--- src/rtl/rs_issue_scheduler.sv ---
// rs_issue_scheduler: 16-entry RS allocation tracking, age matrix and registered oldest-first issue grant.
// Ports: clk, rst (sync, active-high), rdy (global stall), clear (flush),
//   alloc_en/alloc_idx (dispatch write), ready_vec (per-entry operands ready), ex_ready (EX accepts),
//   free_idx/rs_full (combinational slot info), live_cnt, grant_valid/grant_idx (registered issue), alloc_err (sticky).
module rs_issue_scheduler #(
  parameter int RS_SIZE = 16,
  parameter int IDX_W = 4
) (
  input  logic               clk,
  input  logic               rst,
  input  logic               rdy,
  input  logic               clear,
  input  logic               alloc_en,
  input  logic [IDX_W-1:0]   alloc_idx,
  input  logic [RS_SIZE-1:0] ready_vec,
  input  logic               ex_ready,
  output logic [IDX_W-1:0]   free_idx,
  output logic               rs_full,
  output logic [IDX_W:0]     live_cnt,
  output logic               grant_valid,
  output logic [IDX_W-1:0]   grant_idx,
  output logic               alloc_err
);
  logic [RS_SIZE-1:0] live_vec;
  logic [RS_SIZE-1:0] age [RS_SIZE];
  logic [RS_SIZE-1:0] cand;
  logic [IDX_W-1:0]   sel_idx;
  logic               grant;
  logic               alloc_ok;
  logic               older;
  assign cand     = live_vec & ready_vec;
  assign grant    = ex_ready && (cand != '0);
  assign alloc_ok = alloc_en && !live_vec[alloc_idx];
  assign rs_full  = &live_vec;
  always_comb begin
    free_idx = '0;
    for (int i = RS_SIZE - 1; i >= 0; i--)
      free_idx = live_vec[i] ? free_idx : IDX_W'(i);
  end
  // The oldest candidate is the one no other candidate is older than.
  always_comb begin
    sel_idx = '0;
    older   = 1'b0;
    for (int i = 0; i < RS_SIZE; i++) begin
      older = 1'b0;
      for (int j = 0; j < RS_SIZE; j++)
        older = older | (cand[j] & age[j][i]);
      sel_idx = (cand[i] && !older) ? IDX_W'(i) : sel_idx;
    end
  end
  always_ff @(posedge clk) begin
    if (rst || clear) begin
      live_vec    <= '0;
      live_cnt    <= '0;
      grant_valid <= 1'b0;
      grant_idx   <= '0;
      alloc_err   <= rst ? 1'b0 : alloc_err;
      for (int i = 0; i < RS_SIZE; i++)
        age[i] <= '0;
    end else if (rdy) begin
      grant_valid <= grant;
      grant_idx   <= grant ? sel_idx : grant_idx;
      live_cnt    <= live_cnt + (IDX_W+1)'(alloc_ok) - (IDX_W+1)'(grant);
      alloc_err   <= alloc_err | (alloc_en && !alloc_ok);
      for (int i = 0; i < RS_SIZE; i++)
        live_vec[i] <= (live_vec[i] && !(grant && sel_idx == IDX_W'(i))) || (alloc_ok && alloc_idx == IDX_W'(i));
      // The new entry is younger than every entry that survives this cycle.
      if (alloc_ok) begin
        age[alloc_idx] <= '0;
        for (int j = 0; j < RS_SIZE; j++)
          age[j][alloc_idx] <= live_vec[j] && !(grant && sel_idx == IDX_W'(j));
      end
    end
  end
endmodule
--- config.mk ---
export PLATFORM = sky130hd
export DESIGN_NAME = rs_issue_scheduler
export DESIGN_NICKNAME = d
export VERILOG_FILES = /design/src/rtl/rs_issue_scheduler.sv
export SDC_FILE = /design/constraint.sdc
export NUM_CORES = 1
export LEC_CHECK = 0
export BUFFER_PORTS_ARGS = -buffer_cell sky130_fd_sc_hd__buf_2
export CAP_MARGIN = 0
export CORE_ASPECT_RATIO = 0.9
export CORE_UTILIZATION = 44
export CTS_BUF_LIST = sky130_fd_sc_hd__clkbuf_8
export DETAILED_ROUTE_END_ITERATION = 10
export SLEW_MARGIN = 20
export SYNTH_ARGS = -nofsm -noshare
export SYNTH_HDL_FRONTEND = slang
export SYNTH_SLANG_ARGS = --single-unit
--- constraint.sdc ---
create_clock -name clk -period 4.2 [get_ports clk]
set_clock_uncertainty 0.2 [all_clocks]
set_input_delay 0.21 -clock clk [delete_from_list [all_inputs] [get_ports clk]]
set_output_delay 0.21 -clock clk [all_outputs]
set_load 0.05 [all_outputs]
==> metrics <==
Routed met2 length=21,200 um; initial DRC count=2,187; wire length on met3=around 8000 um; RSZ-0062 raised after global routing=no; Worst VDD drop=263 uV; Post-synth EDFFs=1; synthesized instance count=1,455; post-synthesis register bit count=~270; share of cells above drive strength 1=0.154; RD Place Congestion=between 1 and 1.5; fin util=0.525; min Tclk post-route=4070 ps; TritonCTS buffer count=45; cell family with most CP delay=compound AO/OA/AOI/OAI gates; WP data arrival=4370 ps; ys flop type=dfxtp_1; area of the multi-input gates=5800 um^2; Syn Area/Cell=~8 um^2; reg2reg path depth=10; Die Width=between 150 and 200 um; Setup CP Type=reg2reg; Netlist cell types=59; WHS Path Cells=4; WP buf/inv=2; Post-CTS Hold Buffers=9; status=completed; CP Cell Sequence=buf_4 -> nand3_1 -> nand4_1 -> nor4_1 -> a211oi_1 -> o211a_2 -> o31ai_2 -> o21ai_0 -> buf_4 -> o21ai_0; Initial Util=0.448; Max transition margin=0.244; CTS sink cnt=267; register area=roughly 5400 um^2; largest net degree at the start of global routing=36; Top Layer Used=met4; Routed Antenna Nets=0; Vias/cell=6.71; hold_ws=68.2 ps; sequential fraction of the synthesis area=0.459; WP depth=10; Critical Path RT=~4500 ps; postcts setup bufs=0; grt ovf=0; first-pass GRT wire length=77,200 um; Setup WS pre-CTS=325 ps; Startpoint Class=flop; final setup TNS=0 ps; CTS tree=yes; row count=56; CP Max Fanout=13; YS warnings=0; # fillers=2,610; CP max-delay cell=nor4_1; cell area power density=380 nW/um^2; Fmax=246 MHz; Die Area=approximately 27,000 um^2; fin. max-slew vios=0; drt wl/cell=28.1 um; Overall Global Routing Usage=0.388; Final #Nets=1,550; Die H=156 um; syn_nets=1,487; leakage=0.00482 uW; DR vias=12,700; CTS Buffer Depth=3; Final Hold Fails=0; I/O pins=42; vias in the first global route=about 12,000; core box area=between 20,000 and 30,000 um^2; root buffer cell=clkbuf_8; Syn Std Cell Area=11,700 um^2; Crit. End Element=flop; worst-skew pair later-pin latency=580 ps; ys async rst share=0; H-tree depth=2; Worst-path clk slew=roughly 70 ps; Met1 Wirelength=21,400 um; endpoints failing setup=0; PnR worst setup slack=130 ps; residual DRC count=0; Critical Path Max Stage Delay=780 ps; Area Growth Syn to Fin=17.3%; Port Buffers=41; Final Routed Wirelength=between 50,000 and 60,000 um; Worst Max-Slew Pin Slew=1130 ps; Max Cap Viol=0; initial antenna violation count=1; Final HPWL DP=36,000 um; HP Class=in2reg; Post-CTS Resized=0; fin crit share=0.969; 1st-pass router iterations=6
cells by family (layout without fill, tap and decap cells):
| group | Yosys count | in the layout | synth area share |
|---|---|---|---|
| muxes | 7 | 7 | 0.0114 |
| buffers and inverters | 149 | 242 | 0.0498 |
| DFF | 267 | 267 | 0.459 |
| other | 0 | 2 | 0 |
| xor gates and xnor gates | 4 | 4 | 0.00300 |
| and+or+nand+nor | 695 | 695 | 0.311 |
| AOI/OAI and AO/OA | 327 | 327 | 0.159 |
| adders and majority gates | 6 | 6 | 0.00708 |
power breakdown:
part           total (uW)  switching, uW  internal (uW)
Combinational         282            219           63.3
Sequential           2540           4.75           2540
Clock                2370           1110           1260
cells in the mapped netlist (3+ instances only):
cell	number	area share
nand3_1	444	0.19
dfxtp_1	266	0.46
o21ai_0	154	0.066
clkbuf_1	119	0.038
nand4_1	72	0.039
o21ai_1	71	0.030
nor2_1	51	0.016
nand2_1	39	0.013
a21oi_1	26	0.011
nor4_1	16	0.0086
inv_1	15	0.0048
and3b_1	14	0.011
and2_1	12	0.0064
o211ai_1	12	0.0077
and3_1	11	0.0059
a31oi_1	10	0.0054
a22oi_1	9	0.0058
buf_2	8	0.0034
or4_1	8	0.0051
nor3_1	7	0.0030
o31ai_1	7	0.0045
or2_2	6	0.0032
a211oi_1	5	0.0032
a21boi_0	5	0.0032
ha_1	5	0.0054
mux4_2	5	0.0097
o311ai_0	5	0.0038
a21o_1	4	0.0026
buf_1	4	0.0013
nand2b_1	4	0.0021
nor2b_1	4	0.0021
or3_1	3	0.0016
worst reg2reg max path, delay by kind of cell (launching register included):
kind	cells	cell delay, ps
AOI/OAI and AO/OA	5	1630
and+or+nand+nor	3	1220
buffers and inverters	2	520
DFF	1	420
layout by cell type (no fill, tap or decap), types with 16 or more instances in the layout:
| cell | instances |
|---|---|
| buf_4 | 92 |
| dfxtp_1 | 266 |
| o21ai_1 | 72 |
| nand3_1 | 444 |
| o21ai_0 | 153 |
| buf_2 | 41 |
| clkbuf_8 | 56 |
| nor4_1 | 16 |
| inv_1 | 27 |
| a21oi_1 | 23 |
| nand4_1 | 72 |
| nor2_1 | 47 |
| nand2_1 | 39 |
layout make-up:
class,instances,area share
antenna,2,0.000366
clock buffer,56,0.0563
clock inverter,21,0.00924
inverter,16,0.00439
multi-input combinational,1039,0.424
sequential,267,0.391
tap,348,0.0318
timing repair buffer,149,0.0823
metal layers:
layer	vias to the layer above	global-route usage
li1	5508	-
met1	6019	0.526
met2	993	0.551
met3	209	0.138
met4	0	0.174
met5	-	0
worst paths after layout:
check	from	end	slack (ps)
hold / removal	alloc_idx[0]	live_vec[8]	70
setup reg to reg	live_vec[15]	age[6][11]	130
setup / recovery	live_vec[15]	age[6][11]	130
hold reg to reg	age[5][5]	age[5][5]	260
flip-flops by register name, summed over array words and instances (netlist names):
signal and flops:
age 240, alloc_err 1, grant_idx 4, grant_valid 1
live_cnt 5, live_vec 16
stage by stage:
step | instances | power (uW) | area (um^2)
after floorplan | 1455 | 2730 | 11700
after global placement | 1810 | 2860 | 12700
after detailed placement | 1810 | 2860 | 12700
after CTS | 1896 | 5200 | 13700
after global routing | 1896 | 5320 | 13700
final | 1898 | 5190 | 13700
Note: power is estimated with default switching activity, not from simulation.
